--- src/rtl/ysyx_23060184_csr_pkg.sv ---
// Shared constants for the machine-mode CSR unit: addresses, op encodings,
// trap cause codes and status/interrupt bit positions.
package ysyx_23060184_csr_pkg;

    localparam int unsigned CSR_AW = 12;
    localparam int unsigned CNT_W  = 64;

    localparam logic [CSR_AW-1:0] CSR_MSTATUS   = 12'h300;
    localparam logic [CSR_AW-1:0] CSR_MIE       = 12'h304;
    localparam logic [CSR_AW-1:0] CSR_MTVEC     = 12'h305;
    localparam logic [CSR_AW-1:0] CSR_MSCRATCH  = 12'h340;
    localparam logic [CSR_AW-1:0] CSR_MEPC      = 12'h341;
    localparam logic [CSR_AW-1:0] CSR_MCAUSE    = 12'h342;
    localparam logic [CSR_AW-1:0] CSR_MIP       = 12'h344;
    localparam logic [CSR_AW-1:0] CSR_MCYCLE    = 12'hB00;
    localparam logic [CSR_AW-1:0] CSR_MINSTRET  = 12'hB02;
    localparam logic [CSR_AW-1:0] CSR_MCYCLEH   = 12'hB80;
    localparam logic [CSR_AW-1:0] CSR_MINSTRETH = 12'hB82;

    typedef enum logic [1:0] {
        CSR_OP_NONE = 2'b00,
        CSR_OP_RW   = 2'b01,
        CSR_OP_RS   = 2'b10,
        CSR_OP_RC   = 2'b11
    } csr_op_e;

    localparam int unsigned MCAUSE_M_TIMER = 7;
    localparam int unsigned MCAUSE_ECALL_M = 11;

    localparam int unsigned MSTATUS_MIE_BIT  = 3;
    localparam int unsigned MSTATUS_MPIE_BIT = 7;
    localparam int unsigned MSTATUS_MPP_LO   = 11;
    localparam int unsigned MSTATUS_MPP_HI   = 12;
    localparam int unsigned MIE_MTIE_BIT     = 7;
    localparam int unsigned MIP_MTIP_BIT     = 7;

endpackage

--- src/rtl/ysyx_23060184_csr_counter.sv ---
// 64-bit free-running counter with independent half writes; a write to either
// half replaces the increment for that cycle and leaves the other half as is.
module ysyx_23060184_csr_counter
    import ysyx_23060184_csr_pkg::*;
(
    input  logic             clk,
    input  logic             rst_n,
    input  logic             inc,
    input  logic             wr_lo,
    input  logic             wr_hi,
    input  logic [CNT_W-1:0] wdata,
    output logic [CNT_W-1:0] count
);

    localparam int unsigned HALF = CNT_W / 2;

    logic [CNT_W-1:0] count_q;
    logic [CNT_W-1:0] count_d;

    always_comb begin
        count_d = count_q;
        if (wr_lo || wr_hi) begin
            if (wr_lo) count_d[HALF-1:0]     = wdata[HALF-1:0];
            if (wr_hi) count_d[CNT_W-1:HALF] = wdata[CNT_W-1:HALF];
        end else if (inc) begin
            count_d = count_q + CNT_W'(1);
        end
    end

    always_ff @(posedge clk or negedge rst_n) begin
        if (!rst_n) count_q <= '0;
        else        count_q <= count_d;
    end

    assign count = count_q;

endmodule

--- src/rtl/ysyx_23060184_csr_unit.sv ---
// Machine-mode CSR file with timer interrupt, ecall/mret trap handling and
// mcycle/minstret counters; reads and redirects are combinational.
module ysyx_23060184_csr_unit
    import ysyx_23060184_csr_pkg::*;
#(
    parameter int unsigned XLEN         = 32,
    parameter int unsigned HAS_COUNTERS = 1
) (
    input  logic              clk,
    input  logic              rst_n,
    input  logic              commit_valid,
    input  logic [1:0]        csr_op,
    input  logic [CSR_AW-1:0] csr_addr,
    input  logic [XLEN-1:0]   csr_wsrc,
    input  logic              ecall,
    input  logic              mret,
    input  logic [XLEN-1:0]   pc,
    input  logic              irq_timer,
    output logic [XLEN-1:0]   csr_rdata,
    output logic              redirect,
    output logic [XLEN-1:0]   redirect_pc,
    output logic              illegal
);

    logic            st_mie_q, st_mie_d, st_mpie_q, st_mpie_d;
    logic [XLEN-1:0] mie_q, mie_d, mtvec_q, mtvec_d, mscratch_q, mscratch_d;
    logic [XLEN-1:0] mepc_q, mepc_d, mcause_q, mcause_d;
    logic [CNT_W-1:0] mcycle, minstret, cnt_wdata;
    logic            mcycle_wr_lo, mcycle_wr_hi, minstret_wr_lo, minstret_wr_hi;
    logic [XLEN-1:0] old_val, wval, mcause_irq;
    logic            addr_ok, ok, irq_take, ecall_take, trap, mret_take, do_write;
    logic [CSR_AW-1:0] cycle_hi_addr, instret_hi_addr;
    csr_op_e         op;

    assign op = csr_op_e'(csr_op);
    // On RV64 the high counter half lives in the same CSR as the low half
    assign cycle_hi_addr   = (XLEN == 64) ? CSR_MCYCLE   : CSR_MCYCLEH;
    assign instret_hi_addr = (XLEN == 64) ? CSR_MINSTRET : CSR_MINSTRETH;

    // Read mux: pre-update value, zero for unimplemented addresses
    always_comb begin
        old_val = '0;
        addr_ok = 1'b1;
        case (csr_addr)
            CSR_MSTATUS: begin
                old_val[MSTATUS_MIE_BIT]                = st_mie_q;
                old_val[MSTATUS_MPIE_BIT]               = st_mpie_q;
                old_val[MSTATUS_MPP_HI:MSTATUS_MPP_LO]  = 2'b11;
            end
            CSR_MIE:      old_val = mie_q;
            CSR_MTVEC:    old_val = mtvec_q;
            CSR_MSCRATCH: old_val = mscratch_q;
            CSR_MEPC:     old_val = mepc_q;
            CSR_MCAUSE:   old_val = mcause_q;
            CSR_MIP:      old_val[MIP_MTIP_BIT] = irq_timer;
            CSR_MCYCLE: begin
                if (HAS_COUNTERS != 0) old_val = XLEN'(mcycle);
                else                   addr_ok = 1'b0;
            end
            CSR_MINSTRET: begin
                if (HAS_COUNTERS != 0) old_val = XLEN'(minstret);
                else                   addr_ok = 1'b0;
            end
            CSR_MCYCLEH: begin
                if (HAS_COUNTERS != 0 && XLEN == 32) old_val = XLEN'(mcycle[CNT_W-1:32]);
                else                                 addr_ok = 1'b0;
            end
            CSR_MINSTRETH: begin
                if (HAS_COUNTERS != 0 && XLEN == 32) old_val = XLEN'(minstret[CNT_W-1:32]);
                else                                 addr_ok = 1'b0;
            end
            default: addr_ok = 1'b0;
        endcase
    end

    assign csr_rdata = old_val;

    // Commit qualification and priority: interrupt > ecall > mret > CSR write
    always_comb begin
        illegal     = commit_valid && (op != CSR_OP_NONE) && !addr_ok;
        ok          = commit_valid && rst_n && !illegal;
        irq_take    = ok && st_mie_q && mie_q[MIE_MTIE_BIT] && irq_timer;
        ecall_take  = ok && ecall && !irq_take;
        trap        = irq_take || ecall_take;
        mret_take   = ok && mret && !trap;
        case (op)
            CSR_OP_RW: wval = csr_wsrc;
            CSR_OP_RS: wval = old_val | csr_wsrc;
            CSR_OP_RC: wval = old_val & ~csr_wsrc;
            default:   wval = old_val;
        endcase
        do_write    = ok && !trap && !mret_take && (op != CSR_OP_NONE)
                      && ((op == CSR_OP_RW) || (csr_wsrc != '0));
        redirect    = trap || mret_take;
        redirect_pc = '0;
        if (trap)           redirect_pc = {mtvec_q[XLEN-1:2], 2'b00};
        else if (mret_take) redirect_pc = mepc_q;
    end

    always_comb begin
        mcause_irq             = XLEN'(MCAUSE_M_TIMER);
        mcause_irq[XLEN-1]     = 1'b1;
        st_mie_d   = st_mie_q;
        st_mpie_d  = st_mpie_q;
        mie_d      = mie_q;
        mtvec_d    = mtvec_q;
        mscratch_d = mscratch_q;
        mepc_d     = mepc_q;
        mcause_d   = mcause_q;
        if (trap) begin
            mepc_d    = pc;
            mcause_d  = irq_take ? mcause_irq : XLEN'(MCAUSE_ECALL_M);
            st_mpie_d = st_mie_q;
            st_mie_d  = 1'b0;
        end else if (mret_take) begin
            st_mie_d  = st_mpie_q;
            st_mpie_d = 1'b1;
        end else if (do_write) begin
            case (csr_addr)
                CSR_MSTATUS: begin
                    st_mie_d  = wval[MSTATUS_MIE_BIT];
                    st_mpie_d = wval[MSTATUS_MPIE_BIT];
                end
                CSR_MIE:      mie_d      = wval;
                CSR_MTVEC:    mtvec_d    = wval;
                CSR_MSCRATCH: mscratch_d = wval;
                CSR_MEPC:     mepc_d     = wval;
                CSR_MCAUSE:   mcause_d   = wval;
                default: ;
            endcase
        end
    end

    always_ff @(posedge clk or negedge rst_n) begin
        if (!rst_n) begin
            st_mie_q   <= 1'b0;
            st_mpie_q  <= 1'b0;
            mie_q      <= '0;
            mtvec_q    <= '0;
            mscratch_q <= '0;
            mepc_q     <= '0;
            mcause_q   <= '0;
        end else begin
            st_mie_q   <= st_mie_d;
            st_mpie_q  <= st_mpie_d;
            mie_q      <= mie_d;
            mtvec_q    <= mtvec_d;
            mscratch_q <= mscratch_d;
            mepc_q     <= mepc_d;
            mcause_q   <= mcause_d;
        end
    end

    // RV32 drives the same word to both halves; the half strobes pick one
    assign cnt_wdata      = (XLEN == 64) ? CNT_W'(wval) : {32'(wval), 32'(wval)};
    assign mcycle_wr_lo   = do_write && (csr_addr == CSR_MCYCLE);
    assign mcycle_wr_hi   = do_write && (csr_addr == cycle_hi_addr);
    assign minstret_wr_lo = do_write && (csr_addr == CSR_MINSTRET);
    assign minstret_wr_hi = do_write && (csr_addr == instret_hi_addr);

    if (HAS_COUNTERS != 0) begin : g_cnt
        ysyx_23060184_csr_counter u_mcycle (
            .clk   (clk),
            .rst_n (rst_n),
            .inc   (1'b1),
            .wr_lo (mcycle_wr_lo),
            .wr_hi (mcycle_wr_hi),
            .wdata (cnt_wdata),
            .count (mcycle)
        );
        ysyx_23060184_csr_counter u_minstret (
            .clk   (clk),
            .rst_n (rst_n),
            .inc   (ok && !trap),
            .wr_lo (minstret_wr_lo),
            .wr_hi (minstret_wr_hi),
            .wdata (cnt_wdata),
            .count (minstret)
        );
    end else begin : g_no_cnt
        assign mcycle   = '0;
        assign minstret = '0;
    end

endmodule
--- config.mk ---
export PLATFORM = sky130hd
export DESIGN_NAME = ysyx_23060184_csr_unit
export DESIGN_NICKNAME = d
export VERILOG_FILES = /design/src/rtl/ysyx_23060184_csr_pkg.sv /design/src/rtl/ysyx_23060184_csr_counter.sv /design/src/rtl/ysyx_23060184_csr_unit.sv
export SDC_FILE = /design/constraint.sdc
export NUM_CORES = 1
export LEC_CHECK = 0
export ABC_CLOCK_PERIOD_IN_PS = 4200
export CORE_AREA = 8 8 242 244
export CTS_CLUSTER_DIAMETER = 150
export DETAILED_ROUTE_END_ITERATION = 10
export DIE_AREA = 0 0 250 252
export PLACE_DENSITY_LB_ADDON = 0.3
export SYNTH_ARGS = -nofsm -noshare
export SYNTH_HDL_FRONTEND = slang
export SYNTH_SLANG_ARGS = --single-unit
--- constraint.sdc ---
create_clock -name clk -period 4.2 [get_ports clk]
set_clock_uncertainty 0.05 [all_clocks]
set_input_delay 0.84 -clock clk [delete_from_list [all_inputs] [get_ports clk]]
set_output_delay 0.84 -clock clk [all_outputs]
set_load 0.02 [all_outputs]
---- After elaboration in Yosys (flattened, before gate mapping) ----
Cells that the tools add are included.
cells by class
  mux-type cells .......................... 35
  eq/ne operators ......................... 19
  bitwise logic cells ..................... 5
  reduce and logical (&&, ||, !) cells .... 46
  $add $sub $neg .......................... 2
operators with widths
  cell                     number
  $mux W32                 15
  $mux W64                 3
  $pmux W19 S9             1
  $add A64 B1 Y64 const B  2
  $pmux W32 S3             1
  $eq A12 B10 Y1 const B   7
  $pmux W3 S9              3
  $eq A12 B12 Y1 const B   4
  $and A32 B32 Y32         1
  $not A32 Y32             1
  $or A32 B32 Y32          1
  $reduce_bool A32 Y1      1
  $pmux W2 S10             1
  $logic_and A1 B1 Y1      19
  $reduce_and A4 Y1        3
  $pmux W1 S11             1
  $reduce_or A11 Y1        1
  $pmux W1 S10             1
  $reduce_bool A2 Y1       5
  $mux W1                  9
  $ne A2 B1 Y1 const B     4
  $reduce_and A2 Y1        3
  $reduce_and A3 Y1        2
  $reduce_bool A3 Y1       2
  other kinds (6)          16
word-level totals
  register bits after elaboration ......... 290
  output and inout bits ................... 66
  bits of input ports ..................... 84

---- Logic depth before layout (Yosys ltp) ----
  depth in word-level cells ............... 23
  depth in mapped cells ................... 12
  mapped depth without buffers ............ 8

---- Cells and area by module ----
Synthesis repeated with hierarchy kept, for this count alone.
unflattened totals
  cell total of the unflattened synthesis .. 2,267
  area, all modules ....................... 19,287.2 sq um
modules (own cells, without submodules)
  module                                         times used  cells an instance  area each (sq um)
  ysyx_23060184_csr_unit                         1           1,289              11,185.7
  ysyx_23060184_csr_counter at g_cnt.u_mcycle    1           494                4,065.1
  ysyx_23060184_csr_counter at g_cnt.u_minstret  1           484                4,036.4

---- Least setup slack after synthesis ----
Ideal clock, no wire load.
  path kind ............................... input to output
  start ................................... input csr_addr[7]
  end ..................................... output redirect_pc[10]
  stages .................................. 9
  path slack .............................. 0.325 ns
  arrival time ............................ 2.985 ns
  required time ........................... 3.310 ns
  path buffers ............................ 3
  path through ............................ buf_6 or4b_4 o32ai_1 a211o_2 inv_2 nor3_1 buf_2 buf_2 a22o_1
between the ends
  word-level cells in the longest chain between the ends .. 17
RTL lines
  what                                                     line                          source
  start, declared                                          ysyx_23060184_csr_unit.sv:13  input logic [CSR_AW-1:0] csr_addr,
  $eq A12 B12 Y1 / $eq A12 B10 Y1 (equally long branches)  ysyx_23060184_csr_unit.sv:44  case (csr_addr)
  $reduce_or A11 Y1 (no line) *                            -
  $mux W1 *                                                -
  $logic_not A1 Y1 *                                       ysyx_23060184_csr_unit.sv:80  illegal = commit_valid && (op != CSR_OP_NONE) && !addr_ok;
  $logic_and A1 B1 Y1 *                                    ysyx_23060184_csr_unit.sv:80
  named net illegal                                        ysyx_23060184_csr_unit.sv:22  output logic illegal
  $logic_not A1 Y1 *                                       ysyx_23060184_csr_unit.sv:81  ok = commit_valid && rst_n && !illegal;
  $logic_and A1 B1 Y1 *                                    ysyx_23060184_csr_unit.sv:81
  $logic_and A1 B1 Y1 (3 in series)                        ysyx_23060184_csr_unit.sv:82  irq_take = ok && st_mie_q && mie_q[MIE_MTIE_BIT] && irq_timer;
  $logic_not A1 Y1                                         ysyx_23060184_csr_unit.sv:83  ecall_take = ok && ecall && !irq_take;
  $logic_and A1 B1 Y1                                      ysyx_23060184_csr_unit.sv:83
  $logic_or A1 B1 Y1                                       ysyx_23060184_csr_unit.sv:84  trap = irq_take || ecall_take;
  $logic_not A1 Y1                                         ysyx_23060184_csr_unit.sv:85  mret_take = ok && mret && !trap;
  $logic_and A1 B1 Y1                                      ysyx_23060184_csr_unit.sv:85
  $mux W32                                                 ysyx_23060184_csr_unit.sv:97  else if (mret_take) redirect_pc = mepc_q;
  $mux W32 *                                               ysyx_23060184_csr_unit.sv:96  if (trap) redirect_pc = {mtvec_q[XLEN-1:2], 2'b00};
  end, declared                                            ysyx_23060184_csr_unit.sv:21  output logic [XLEN-1:0] redirect_pc,
The timed path passes the listed nets; every way through them passes the cells marked *.

---- Worst setup path after layout ----
  start ................................... input csr_addr[4]
  end ..................................... output csr_rdata[3]
between the ends
  word-level cells in the longest chain between the ends .. 2
RTL lines
  what                                                     line                          source
  $eq A12 B12 Y1 / $eq A12 B10 Y1 (equally long branches)  ysyx_23060184_csr_unit.sv:44
  $pmux W1 S10 *                                           ysyx_23060184_csr_unit.sv:44
  end, declared                                            ysyx_23060184_csr_unit.sv:19  output logic [XLEN-1:0] csr_rdata,
Every way passes the cells marked *; elsewhere a longest branch is shown, timed or not.

==> reports/results.ini <==
[finish]
nets=2637
seqCellArea_sq_um=7260
layout_commonest_cell=buf_4
multi_input_area_sq_um=10900
area_delta_synth_final_pct=31.8
mostFrequentLayoutCells=buf_4, dfrtp_1, nand2_1
n_fill_cell=5338
drive_gt1_frac=0.233
final_core_utilization=0.456
layout.cells.non_filler=3283

[timing]
worstMarginPinSlew_ns=1.32
clock.fmax_ghz=0.239
setup_violations=0
fin_crit_sh=0.997
slew_headroom=0.119
hold_violations=0
rsz0062_at_grt=true
finalCriticalPeriod_ns=4.19
maxSlewViolCount=0

[drt]
via_count=21200
ant_nets=0
drt_pass1_iterations=8
drt-initial-drc-count=2956
wl_per_cell_um=28.6
route.detailed.drc=0
drt_wl_total_um=93800
vias_per_cell=6.47

[placement]
gp_congestion=0.992
hpwl_um=71000
placed_cells=3207
port_buffers=149

[floorplanning]
rows=86
die-width_um=250
die_area_sq_um=63000
io-pin-count=150
core_sq_um=54700
initial_utilization=0.346
fp.dieH_um=252

[clock_network]
clock_sinks=290
numCtsBuffers=36
cts_root_buf=clkbuf_16
clk_path_buf_depth=3
path_clk_slew_ns=0.06
clk_latency_ns=0.57
cts_tree=yes
htree_levels=2

[setup_path]
cp.required_ns=3.31
r2r-start=g_cnt.u_mcycle.count[0]$_DFFE_PN0P_
crit_type=in2out
worstSetupStartpointType=input port
critPathLaunch=csr_addr[4]
worst-endpoint-arrival_ns=3.30
end_kind=output pin
crit_fanout=7

[logic_synthesis]
ys.flop_type=dfrtp_1
ys_types=108
synth_seq_cells=290
synth_adder_area_share=0.00185
avgSynthCellArea_sq_um=8.59
async_flop_share=1.00
synth.mux.area_fraction=0.0406
synthCells=2203
yosys.area_share.simple=0.228
synth_fp_nets=2289
synth_warnings=0
synth_top_family_by_area=compound AO/OA/AOI/OAI gates
synth_compound_area_frac=0.285
synth_edf_count=0
synth_area_sq_um=18900
synth_area_leader_cell=dfrtp_1
yosysSeqAreaShare=0.383
synthTopCellsByArea=dfrtp_1, a21oi_1, nand2_1
synthXorXnorAreaFrac=0.00648
synth_top_cell_area_share=0.383

[global_route]
gr-total-overflow=0
grt_pass1_wl_um=137000
grt_max_degree=156
antenna_found_initial=3
grtUsageTotal=0.285
first_global_vias=20400

[pwr]
total_power_w=0.00747
p_leak_nw=10.6
powerDensity_nw_per_um2=299
irDropWorstVdd_v=0.000289

[status]
status=finished clean

[flow_run]
cap_violations=0

[min_path]
min_path_type=reg2reg
worstHoldStart=mie_q[26]$_DFFE_PN0P_

## cells by family (layout without fill, tap and decap cells)
| group | after synthesis | in the layout |
|---|---|---|
| fa+ha+maj | 3 | 3 |
| other cells | 0 | 1 |
| flops | 290 | 290 |
| buf+inv | 222 | 597 |
| xor+xnor | 14 | 14 |
| mux | 72 | 72 |
| simple gates | 815 | 815 |
| compound gates | 787 | 787 |
## worst max-delay path, stage by stage
cell	delay, ns
clkdlybuf4s50_1	0.44
buf_4	0.18
nor4_4	0.30
buf_4	0.18
buf_4	0.16
nand2_1	0.08
buf_4	0.18
buf_4	0.20
nor2_4	0.14
nor3_1	0.06
o211ai_1	0.18
buf_4	0.21
buf_4	0.14
## layout make-up
cell class,count,area share
Multi-Input combinational cell,1691,0.437
Tap cell,704,0.0353
Clock inverter,14,0.00697
Sequential cell,290,0.291
Timing Repair Buffer,498,0.182
Antenna cell,1,0.000100
Inverter,34,0.00511
Clock buffer,51,0.0428
## worst paths after layout
kind / endpoint / slack, ns / cells after the start
min: mie_q[26]$_DFFE_PN0P_ / 0.43 / 2
max reg2reg: g_cnt.u_mcycle.count[54]$_DFFE_PN0P_ / 0.75 / 8
min in group asynchronous: mepc_q[1]$_DFFE_PN0P_ / 0.44 / 2
max: csr_rdata[3] / 0.01 / 13
min reg2reg: mie_q[26]$_DFFE_PN0P_ / 0.43 / 2
max in group asynchronous: g_cnt.u_minstret.count[9]$_DFFE_PN0P_ / 2.05 / 3
## sequential cells by signal, summed over array words and instances (netlist names)
name / flops
mie_q: 32
mscratch_q: 32
g_cnt.u_mcycle.count: 64
st_mpie_q: 1
mcause_q: 32
mepc_q: 32
g_cnt.u_minstret.count: 64
mtvec_q: 32
st_mie_q: 1
## report_power, final
group / switching (W) / internal [W] / leakage, nW / total (W)
Combinational: 0.000612 / 0.000393 / 6.24 / 0.00100
Sequential: 0.000206 / 0.00292 / 3.77 / 0.00313
Clock: 0.00136 / 0.00197 / 0.617 / 0.00333
## cell usage after synthesis (all sizes together) (16+ instances only)
master	number
dfrtp	290
nand2	270
a21oi	207
o21ai	164
nor2	129
clkbuf	100
buf	88
nand4	88
nand3	87
a22o	52
nor3	49
a211oi	46
and3	45
o22ai	40
mux2	38
nor4	35
mux2i	34
inv	32
a22oi	31
a221oi	30
and2	26
o221ai	22
a21o	21
o2bb2ai	17
and4	16
## per-stage QoR
step / TNS, ns / setup slack [ns] / cell area [sq um] / hold WS, ns
2_1_floorplan: 0 / 0.325 / 18900 / 0.392
3_3_place_gp: -32.48 / -0.390 / 23500 / 0.412
3_5_place_dp: -36.91 / -0.455 / 23500 / 0.420
4_1_cts: -0.0880 / -0.0880 / 24900 / 0.435
5_1_grt: -0.0436 / -0.0107 / 25000 / 0.452
6_report: 0 / 0.0135 / 25000 / 0.432
## timing repair
action | 4_1_cts | 5_1_grt
hold buffers | 0 | 0
setup buffers | 8 | 2
pin swaps | 9 | 5
gates cloned | 2 | 0
endpoints found under the setup margin | 64 | 37
resized for setup | 215 | 32
## routing by layer
layer / vias up / share of wire / GRT usage
li1: 9146 / - / -
met1: 10500 / 0.40 / 0.376
met2: 1335 / 0.45 / 0.454
met3: 264 / 0.095 / 0.0544
met4: 0 / 0.050 / 0.125
met5: - / 0 / 0
(Power assumes the default switching activity.)
